[config.mk]
export PLATFORM = sky130hd
export DESIGN_NAME = reg_demux_timeout
export DESIGN_NICKNAME = d
export VERILOG_FILES = /design/src/rtl/reg_demux_timeout.sv
export SDC_FILE = /design/constraint.sdc
export NUM_CORES = 1
export LEC_CHECK = 0
export BUFFER_PORTS_ARGS = -buffer_cell sky130_fd_sc_hd__buf_2
export CAP_MARGIN = 10
export CELL_PAD_IN_SITES_DETAIL_PLACEMENT = 1
export CELL_PAD_IN_SITES_GLOBAL_PLACEMENT = 2
export CORE_AREA = 8 8 216 218
export CTS_CLUSTER_SIZE = 8
export DETAILED_ROUTE_END_ITERATION = 12
export DIE_AREA = 0 0 224 226
export PLACE_DENSITY = 0.68
export REMOVE_ABC_BUFFERS = 1
export SYNTH_ARGS = -nofsm -noshare
export SYNTH_HDL_FRONTEND = slang
export SYNTH_SLANG_ARGS = --single-unit
[constraint.sdc]
create_clock -name clk_i -period 5.54 [get_ports clk_i]
set_input_delay 1.108 -clock clk_i [delete_from_list [all_inputs] [get_ports clk_i]]
set_output_delay 1.108 -clock clk_i [all_outputs]
set_load 0.01 [all_outputs]
[src/rtl/reg_demux_timeout.sv]
// Register-bus demultiplexer: routes one upstream request to the first matching
// slave port and returns an error response on a decode miss or a slave timeout.
module reg_demux_timeout #(
  parameter int          ADDR_WIDTH     = 32,
  parameter int          DATA_WIDTH     = 32,
  parameter int          NUM_PORTS      = 4,
  parameter int          TIMEOUT_CYCLES = 256,
  parameter logic [31:0] ERR_RDATA      = 32'hBADCAB1E
) (
  input  logic                              clk_i,
  input  logic                              rst_i,
  input  logic                              in_valid_i,
  input  logic                              in_write_i,
  input  logic [ADDR_WIDTH-1:0]             in_addr_i,
  input  logic [DATA_WIDTH-1:0]             in_wdata_i,
  input  logic [DATA_WIDTH/8-1:0]           in_wstrb_i,
  output logic                              in_ready_o,
  output logic [DATA_WIDTH-1:0]             in_rdata_o,
  output logic                              in_error_o,
  input  logic [NUM_PORTS*ADDR_WIDTH-1:0]   addr_base_i,
  input  logic [NUM_PORTS*ADDR_WIDTH-1:0]   addr_mask_i,
  output logic [NUM_PORTS-1:0]              out_valid_o,
  output logic                              out_write_o,
  output logic [ADDR_WIDTH-1:0]             out_addr_o,
  output logic [DATA_WIDTH-1:0]             out_wdata_o,
  output logic [DATA_WIDTH/8-1:0]           out_wstrb_o,
  input  logic [NUM_PORTS-1:0]              out_ready_i,
  input  logic [NUM_PORTS*DATA_WIDTH-1:0]   out_rdata_i,
  input  logic [NUM_PORTS-1:0]              out_error_i,
  output logic                              timeout_o
);

  localparam int STRB_WIDTH = DATA_WIDTH / 8;
  localparam int SEL_WIDTH  = (NUM_PORTS > 1) ? $clog2(NUM_PORTS) : 1;
  localparam bit TIMEOUT_EN = (TIMEOUT_CYCLES != 0);
  localparam int CNT_WIDTH  = TIMEOUT_EN ? $clog2(TIMEOUT_CYCLES + 1) : 1;
  localparam logic [CNT_WIDTH-1:0]  CNT_LAST = CNT_WIDTH'(TIMEOUT_EN ? TIMEOUT_CYCLES - 1 : 0);
  localparam logic [CNT_WIDTH-1:0]  CNT_SAT  = {CNT_WIDTH{1'b1}};
  localparam logic [DATA_WIDTH-1:0] ERR_DATA = DATA_WIDTH'(ERR_RDATA);

  typedef enum logic [1:0] {
    IDLE = 2'd0,
    FWD  = 2'd1,
    RESP = 2'd2
  } state_t;

  state_t                 state;
  logic [SEL_WIDTH-1:0]   sel;
  logic [CNT_WIDTH-1:0]   cnt;

  logic                   hit;
  logic [SEL_WIDTH-1:0]   hit_idx;
  logic                   sel_ready;
  logic [DATA_WIDTH-1:0]  sel_rdata;
  logic                   sel_error;

  function automatic logic [NUM_PORTS-1:0] port_onehot(input logic [SEL_WIDTH-1:0] idx);
    logic [NUM_PORTS-1:0] v;
    v = '0;
    for (int i = 0; i < NUM_PORTS; i++) begin
      v[i] = (idx == SEL_WIDTH'(i));
    end
    return v;
  endfunction

  // Address decode; scanning from the top lets the lowest matching index win.
  always_comb begin
    hit     = 1'b0;
    hit_idx = '0;
    for (int i = NUM_PORTS - 1; i >= 0; i--) begin
      if ((in_addr_i & addr_mask_i[i*ADDR_WIDTH +: ADDR_WIDTH]) ==
          (addr_base_i[i*ADDR_WIDTH +: ADDR_WIDTH] & addr_mask_i[i*ADDR_WIDTH +: ADDR_WIDTH])) begin
        hit     = 1'b1;
        hit_idx = SEL_WIDTH'(i);
      end else begin
        hit     = hit;
        hit_idx = hit_idx;
      end
    end
  end

  // Response mux for the latched port; other ports' ready/rdata/error never reach the FSM.
  always_comb begin
    sel_ready = 1'b0;
    sel_rdata = '0;
    sel_error = 1'b0;
    for (int i = 0; i < NUM_PORTS; i++) begin
      if (sel == SEL_WIDTH'(i)) begin
        sel_ready = out_ready_i[i];
        sel_rdata = out_rdata_i[i*DATA_WIDTH +: DATA_WIDTH];
        sel_error = out_error_i[i];
      end else begin
        sel_ready = sel_ready;
        sel_rdata = sel_rdata;
        sel_error = sel_error;
      end
    end
  end

  // Transaction FSM with all upstream and downstream outputs registered.
  always_ff @(posedge clk_i or posedge rst_i) begin
    if (rst_i) begin
      state       <= IDLE;
      sel         <= '0;
      cnt         <= '0;
      in_ready_o  <= 1'b0;
      in_rdata_o  <= '0;
      in_error_o  <= 1'b0;
      out_valid_o <= '0;
      out_write_o <= 1'b0;
      out_addr_o  <= '0;
      out_wdata_o <= '0;
      out_wstrb_o <= '0;
      timeout_o   <= 1'b0;
    end else begin
      case (state)
        IDLE: begin
          in_ready_o <= 1'b0;
          timeout_o  <= 1'b0;
          if (in_valid_i && hit) begin
            sel         <= hit_idx;
            cnt         <= '0;
            out_write_o <= in_write_i;
            out_addr_o  <= in_addr_i;
            out_wdata_o <= in_wdata_i;
            out_wstrb_o <= in_wstrb_i;
            out_valid_o <= port_onehot(hit_idx);
            state       <= FWD;
          end else if (in_valid_i) begin
            in_rdata_o <= ERR_DATA;
            in_error_o <= 1'b1;
            in_ready_o <= 1'b1;
            state      <= RESP;
          end else begin
            state <= IDLE;
          end
        end
        FWD: begin
          if (sel_ready) begin
            in_rdata_o  <= sel_rdata;
            in_error_o  <= sel_error;
            in_ready_o  <= 1'b1;
            out_valid_o <= '0;
            state       <= RESP;
          end else if (TIMEOUT_EN && (cnt == CNT_LAST)) begin
            // Abort without slave handshake so a hung peripheral is isolated.
            in_rdata_o  <= ERR_DATA;
            in_error_o  <= 1'b1;
            in_ready_o  <= 1'b1;
            out_valid_o <= '0;
            timeout_o   <= 1'b1;
            state       <= RESP;
          end else if (cnt != CNT_SAT) begin
            cnt <= cnt + CNT_WIDTH'(1);
          end else begin
            cnt <= cnt;
          end
        end
        RESP: begin
          in_ready_o <= 1'b0;
          timeout_o  <= 1'b0;
          state      <= IDLE;
        end
        default: begin
          in_ready_o  <= 1'b0;
          timeout_o   <= 1'b0;
          out_valid_o <= '0;
          state       <= IDLE;
        end
      endcase
    end
  end

endmodule

== After elaboration in Yosys (flattened, before gate mapping) ==
Index checks and enable logic that the tools add are counted.
W data, S select, Z words.
Word-level totals
  logic and storage cells: 104
  register bits after elaboration: 121
  input bits: 464
Cells by class
  reduce and logical (&&, ||, !) cells: 10
  eq/ne operators: 22
  multiplexer cells: 50
  bitwise logic cells: 9
  add/sub/neg operators: 1
Operators by type and width (number)
  $and A32 B32 Y32: 8
  $mux W32: 8
  $eq A32 B32 Y1: 4
  $pmux W32 S2: 1
  $mux W9: 4
  $mux W1: 21
  $pmux W9 S2: 1
  $mux W2: 8
  $ne A2 B2 Y1 const B: 7
  $mux W4: 3
  $pmux W4 S3: 1
  $eq A2 B2 Y1 const B: 5
  $add A9 B1 Y9 const B: 1
  $eq A9 B8 Y1 const B: 1
  $ne A9 B9 Y1 const B: 1
  $eq A2 B1 Y1 const B: 3
  $logic_not A2 Y1: 3
  $reduce_and A5 Y1: 1
  $pmux W1 S2: 2
  $pmux W2 S2: 1
  $reduce_and A2 Y1: 2
  $reduce_and A4 Y1: 1
  $ne A3 B3 Y1 const B: 1
  $reduce_and A3 Y1: 1
  3 further kinds: 3

== Longest topological paths before layout ==
Gate-level depths: netlist (run 1).
  depth after elaboration: 9
  mapped depth: 11

== Least setup slack after synthesis (run 1) ==
No wires, ideal clock.
  kind: input to register
  start point: input port in_addr_i[28]
  end point: register out_addr_o[0]
  data required time: 5.415 ns
  path slack: 2.615 ns
  setup time: 0.125 ns
  buffers on the path: 3
  arrival time: 2.800 ns
  cell stages on the path: 9
  path through: buf_2 xor2_1 a22oi_1 nand4_1 nor4_1 o41ai_2 buf_6 buf_6 mux2_4
On the way
  longest elaborated chain between the ends: 8
  elaborated cells on any way between the ends: 14
RTL lines
  start: declaration: line 14  | input logic [ADDR_WIDTH-1:0] in_addr_i,
  $and A32 B32 Y32: line 71  | if ((in_addr_i & addr_mask_i[i*ADDR_WIDTH +: ADDR_WIDTH]) ==
  $eq A32 B32 Y1: line 71
  $mux W1 (3 in series): line 71
  $mux W1 (*): line 71
  $logic_and A1 B1 Y1 (*): line 120  | if (in_valid_i && hit) begin
  $reduce_and A2 Y1 (no source line) (*)
  end signal: assignment: line 124  | out_addr_o <= in_addr_i;
  end: declaration: line 24  | output logic [ADDR_WIDTH-1:0] out_addr_o,
Mark *: on every way between the ends. The rest lies on a longest branch, timed or not.
A chain may end at the register's enable or synchronous reset.

== Final worst setup path (run 1) ==
  start point: input port in_addr_i[12]
  end point: register in_rdata_o[30]
On the way
  longest elaborated chain between the ends: 9
  elaborated cells on any way between the ends: 15
RTL lines
  $and A32 B32 Y32: line 71
  $eq A32 B32 Y1: line 71
  $mux W1 (3 in series): line 71
  $mux W1 (*): line 71
  $logic_and A1 B1 Y1 (*): line 120
  $ne A2 B2 Y1 (no source line) (*)
  $reduce_and A4 Y1 (no source line) (*)
  end signal: assignment: line 140  | in_rdata_o <= sel_rdata;
  end: declaration: line 18  | output logic [DATA_WIDTH-1:0] in_rdata_o,
Marked as above.

==> results of run 1 <==
## cell usage after synthesis, types with 6 or more instances
cell type / number / area (µm²)
clkbuf_1: 10 / 37.54
xor2_1: 128 / 1121
mux2_4: 60 / 900.9
mux2_2: 8 / 90.09
nand4_1: 16 / 100.1
mux4_2: 34 / 765.7
a22oi_1: 64 / 480.5
nand3_1: 8 / 40.04
a21oi_1: 29 / 145.1
dfrtp_1: 120 / 3003
buf_6: 16 / 180.2
o21ai_0: 6 / 30.03
nand2_1: 8 / 30.03
nor2_1: 52 / 195.2
a22o_1: 13 / 113.9
inv_1: 6 / 22.52
buf_2: 25 / 125.1
## layout make-up
| cell class | instances | share of cell area, % |
|---|---|---|
| multi-input cells | 463 | 37.33 |
| flip-flops and latches | 120 | 25.90 |
| repair buffers | 578 | 25.20 |
| well taps | 592 | 6.385 |
| clock buffers | 17 | 3.667 |
| clock inverters | 15 | 1.219 |
| inverters | 6 | 0.2373 |
| diodes | 3 | 0.06472 |
## per-stage QoR
step / instance area (µm²) / total power, mW / worst slack (ns) / hold WS [ns] / TNS, ns
floorplan: 7345 / 1.064 / -5.680 / 0.4494 / -483.37
global placement: 11030 / 1.330 / 1.257 / 0.4694 / 0
detailed placement: 11030 / 1.339 / 1.173 / 0.4790 / 0
CTS: 11590 / 2.485 / 1.651 / 0.4941 / 0
global route: 11600 / 2.552 / 1.551 / 0.5030 / 0
finish: 11600 / 2.419 / 1.849 / 0.4935 / 0
## layer usage
| metal | up-vias | global-route usage (%) | part of all wire (%) |
|---|---|---|---|
| li1 | 3425 | - | - |
| met4 | 2 | 4.737 | 2.1 |
| met1 | 3632 | 15.36 | 38 |
| met2 | 349 | 26.25 | 52 |
| met5 | - | 0 | 0.032 |
| met3 | 42 | 5.259 | 7.9 |
## logic make-up after synthesis
group / after synthesis / synth area share (%)
AOI/OAI and AO/OA: 124 / 11.21
buffers and inverters: 65 / 5.185
and+or+nand+nor: 103 / 6.546
adders and majority gates: 3 / 0.4861
xor gates and xnor gates: 128 / 14.52
muxes: 105 / 23.17
DFF: 120 / 38.89
## state kept, by name, indices dropped and copies added, names as in the netlist
signal,cells
cnt,9
in_error_o,1
in_rdata_o,32
in_ready_o,1
out_addr_o,32
out_valid_o,4
out_wdata_o,32
out_write_o,1
out_wstrb_o,4
sel,2
state,1
timeout_o,1
## power by group
group          internal (mW)  switching [mW]  total [mW]
Clock                  0.627           0.478        1.10
Sequential             0.885         0.00703       0.892
Combinational          0.216           0.206       0.421
Total                   1.73           0.691        2.42
## how the worst max path moves through the flow
stage	from	to	cells after the start	slack (ns)
6_report	in_addr_i[12]	in_rdata_o[30]	9	1.85
5_1_grt	in_addr_i[12]	in_rdata_o[30]	9	1.55
4_1_cts	in_addr_i[12]	in_rdata_o[30]	9	1.65
3_5_place_dp	in_addr_i[12]	in_rdata_o[26]	9	1.17
3_3_place_gp	in_addr_i[12]	in_rdata_o[16]	9	1.26
2_1_floorplan	addr_base_i[10]	in_rdata_o[0]	7	-5.68
## cells in the final DEF (no fill, tap or decap), drive strengths merged, types with 2 or more instances in the layout
cell type	synthesis	routed
mux2	70	70
dfrtp	120	120
xor2	128	128
nand3	8	8
a22o	13	13
o31ai	4	4
nor3	2	2
a21oi	29	29
clkinv	0	5
and3	3	3
buf	45	578
nand4	16	16
ha	3	3
nand2	9	9
diode	0	3
or2	3	3
mux4	34	34
nor4	4	4
o21a	3	3
a31oi	3	3
clkinvlp	0	2
or4	2	2
a22oi	64	64
inv	6	13
o21ai	6	6
nor2	52	52
clkbuf	14	17
==> results.sh, run 1 <==
export IMPL_floorplan_initialDensity_pct=17.77
export IMPL_cts_tree="built"
export IMPL_dr_pass1_iters=4
export IMPL_r2r_end="in_rdata_o[30]"
export IMPL_status="finished clean"
export IMPL_ios=572
export IMPL_clkTransAtPathRegs_ns=0.06
export IMPL_worst_path_buf_inv=2
export IMPL_endpoint_kind="flip-flop"
export IMPL_critPathSlowestCell="nor4_1"
export IMPL_timing_hold_violations_final=0
export IMPL_ys_flop_type="dfrtp_1"
export IMPL_fillCellCount=5104
export IMPL_drive_above_1_share_pct=60.22
export IMPL_cts_resized=0
export IMPL_design_core_area_um2=43450
export IMPL_wl_per_cell_um=21.23
export IMPL_via_per_inst=4.153
export IMPL_cp_max_fo=25
export IMPL_utilization_pct=26.70
export IMPL_regArea_um2=3004
export IMPL_crit_chain="buf_2 -> xor2_1 -> a22oi_1 -> nand4_1 -> nor4_1 -> o41ai_4 -> buf_4 -> nand2_1 -> a22o_1"
export IMPL_cap_violations=0
export IMPL_die_y_um=226
export IMPL_antenna_found_initial=4
export IMPL_hold_start="out_wstrb_o[3]"
export IMPL_die_w_um=224
export IMPL_start_kind="input pin"
export IMPL_ys_async_sr_fraction_pct=100.0
export IMPL_ctsHtreeMaxLevel=4
export IMPL_grt_pass1_vias=8593
export IMPL_grt_pass1_wl_um=54570
export IMPL_ys_ff_latch=120
export IMPL_period_minus_slack_ns=3.691
export IMPL_drtAntennaViolNets=0
export IMPL_holdPathStages=1
export IMPL_arrival_ns=4.06
export IMPL_syn2layout_area_growth_pct=50.21
export IMPL_grt_max_degree=74
export IMPL_fmax_mhz=270.9
export IMPL_leakage_nw=6.090
export IMPL_slew_violations=0
export IMPL_cts_buffer_depth=2
export IMPL_ys_seq_area_share_pct=38.89
export IMPL_clock_skew_ns=0.01206
export IMPL_cts_sinks=120
export IMPL_dp_cells=1759
export IMPL_grtUsageTotal_pct=14.44
export IMPL_rows=77
export IMPL_synth_warnings=0
export IMPL_wirelength_um=38090
export IMPL_crit_family="simple AND/OR/NAND/NOR gates"
export IMPL_final_cell_count_no_fill=1794
export IMPL_nets=1653
export IMPL_vias=7450
export IMPL_tightest_slew_ns=0.9798
export IMPL_dieArea_um2=50620
export IMPL_setup_violations=0
export IMPL_slowest_delay_ns=0.58
export IMPL_r2r_cells=11
export IMPL_dp_hpwl_um=32120
export IMPL_cts_root_buffer="clkbuf_16"
export IMPL_min_path_type="reg2reg"
export IMPL_hold_buffers=0
export IMPL_r2r_start="cnt[0]"
export IMPL_synth_edff_count=0
export IMPL_dr_first_iter_drc_count=210
export IMPL_post_cts_buffers=0
export IMPL_cts_buffers=17
export IMPL_io_buffers=571
export IMPL_power_density_nw_per_um2=208.5
export IMPL_required_ns=5.91
export IMPL_synth_area_per_cell_um2=11.92
export IMPL_gr_total_overflow=0
export IMPL_worstSkewPairLatency_ns=0.43
export IMPL_holdPathEnd="out_wstrb_o[3]"
export IMPL_max_slew_margin_pct=34.44
export IMPL_reg2reg_slack_ns=2.63
export IMPL_rsz0062_at_grt="no"
export IMPL_netlist_cell_type_count=39
export IMPL_fin_crit_sh_pct=66.62
export IMPL_synth_area_um2=7722
export IMPL_vdd_drop_max_v=0.0001380
export IMPL_drc=0
export IMPL_multi_input_area_um2=4330
export IMPL_critical_path_class="in2reg"
export IMPL_syn_inst=648
export IMPL_gp_congestion=0.9153
Power figures use the tool's default switching activity.
==> run 2, diff against run 1 <==
==> constraint.sdc (replaced) <==
create_clock -name clk_i -period 3.46 [get_ports clk_i]
set_input_delay 0.692 -clock clk_i [delete_from_list [all_inputs] [get_ports clk_i]]
set_output_delay 0.692 -clock clk_i [all_outputs]
set_load 0.01 [all_outputs]
==> results.sh, run 2 (synthesis results as in run 1) <==
export IMPL_critical_path_class="in2reg"
export IMPL_dp_hpwl_um=32460
export IMPL_r2r_end="in_rdata_o[14]"
export IMPL_status="finished clean"
export IMPL_drc=0
export IMPL_slew_violations=0
export IMPL_die_y_um=226
export IMPL_antenna_found_initial=8
export IMPL_floorplan_initialDensity_pct=17.77
export IMPL_hold_buffers=0
export IMPL_required_ns=3.78
export IMPL_gr_total_overflow=0
export IMPL_grtUsageMet2_pct=26.61
export IMPL_fillCellCount=5107
export IMPL_cap_violations=0
export IMPL_post_cts_buffers=0
export IMPL_dp_cells=1765
export IMPL_r2r_start="cnt[0]"
export IMPL_min_path_type="in2async"
export IMPL_vdd_drop_max_v=0.0002650
export IMPL_ios=572
export IMPL_final_cell_count_no_fill=1799
export IMPL_cts_buffers=17
export IMPL_endpoint_kind="flip-flop"
export IMPL_worst_slack_ns=0.3753
export IMPL_design_core_area_um2=43450
export IMPL_grt_pass1_wl_um=55550
export IMPL_ctsHtreeMaxLevel=4
export IMPL_drive_above_1_share_pct=60.41
export IMPL_wirelength_um=38280
export IMPL_io_buffers=571
export IMPL_period_minus_slack_ns=3.085
export IMPL_cts_tree="built"
export IMPL_top_usage_layer="met2"
export IMPL_die_w_um=224
export IMPL_cts_root_buffer="clkbuf_16"
export IMPL_cp_max_fo=46
export IMPL_leakage_nw=6.156
export IMPL_reg2reg_slack_ns=0.76
export IMPL_via_per_inst=4.157
export IMPL_power_density_nw_per_um2=344.5
export IMPL_dr_pass1_iters=4
export IMPL_fin_crit_sh_pct=89.15
export IMPL_fmax_mhz=324.2
export IMPL_pre_cts_ws_ns=-0.1300
export IMPL_use_met3_pct=5.428
export IMPL_wl_per_cell_um=21.28
export IMPL_reg_top3="in_rdata_o x32, out_addr_o x32, out_wdata_o x32"
export IMPL_r2r_cells=12
export IMPL_tightest_slew_ns=0.8385
export IMPL_worstSkewPairLatency_ns=0.44
export IMPL_layout_commonest_cell="buf_2"
export IMPL_syn2layout_area_growth_pct=51.93
export IMPL_timing_hold_violations_final=0
export IMPL_clock_skew_ns=0.008202
export IMPL_grt_max_degree=72
export IMPL_utilization_pct=27.00
export IMPL_power_mw=4.042
export IMPL_grtUsageTotal_pct=14.75
export IMPL_cts_buffer_depth=2
export IMPL_layout_common_cells="buf_2, xor2_1, dfrtp_1, a22oi_1, mux2_4"
export IMPL_gp_congestion=0.9233
export IMPL_start_kind="input pin"
export IMPL_clkTransAtPathRegs_ns=0.06
export IMPL_use_met1_pct=15.83
export IMPL_grt_pass1_vias=8506
export IMPL_vias=7478
export IMPL_finalSetupTns_ns=0
export IMPL_cts_sinks=120
export IMPL_rows=77
export IMPL_whs_ns=0.2919
export IMPL_setup_violations=0
export IMPL_rsz0062_at_grt="no"
export IMPL_arrival_ns=3.41
export IMPL_fin_area_um2=11730
export IMPL_dpl_instance_area_um2=11110
export IMPL_max_slew_margin_pct=43.89
export IMPL_dieArea_um2=50620
export IMPL_drtAntennaViolNets=0
export IMPL_cts_resized=0
export IMPL_nets=1659
export IMPL_dr_first_iter_drc_count=232
-- run 2: cell count changes in the layout (fill, tap and decap cells not counted), moves of 2 or more --
cell       change
buf_12         +3
buf_4          +3
bufinv_16      +2
clkbuf_8       +2
inv_6          -2
-- run 2: where the power goes --
group	total [mW]	internal, mW	switching [mW]
clock	1.93	1.18	0.752
combinational	0.683	0.351	0.332
sequential	1.43	1.42	0.0115
total	4.04	2.95	1.09
-- run 2: worst max-delay path: stages --
cell     delay (ns)
buf_2          0.17
xor2_1         0.24
a22oi_1        0.21
nand4_1        0.40
nor4_2         0.09
buf_4          0.17
o41ai_4        0.53
buf_12         0.32
nand2_1        0.16
buf_12         0.18
a22o_1         0.23
-- run 2: cell type report --
cell class	instances	area [µm²]	area share, %
Multi-Input combinational cell	463	4330	36.91
Timing Repair Buffer	584	3005	25.62
Sequential cell	120	3004	25.61
Tap cell	592	740.7	6.313
Clock buffer	19	452.9	3.861
Clock inverter	13	166.4	1.418
Inverter	6	27.53	0.2346
Antenna cell	2	5.005	0.04266
-- run 2: worst max-delay path by stage --
stage                                from             end  slack, ns  depth (start not counted)
after floorplan           addr_base_i[10]   in_rdata_o[0]      -7.34                          7
after global placement      in_addr_i[14]  in_rdata_o[16]      -0.12                         11
after detailed placement    in_addr_i[14]  in_rdata_o[14]      -0.13                         11
after CTS                   in_addr_i[14]  in_rdata_o[14]       0.36                         11
after global routing        in_addr_i[14]   in_rdata_o[0]       0.31                         11
final                       in_addr_i[14]  in_rdata_o[14]       0.38                         11
-- run 2: layer usage --
layer,up-vias,share of wire (%)
met2,367,52
met3,43,8.3
met4,6,2.0
met5,-,0.13
met1,3621,38
li1,3441,-
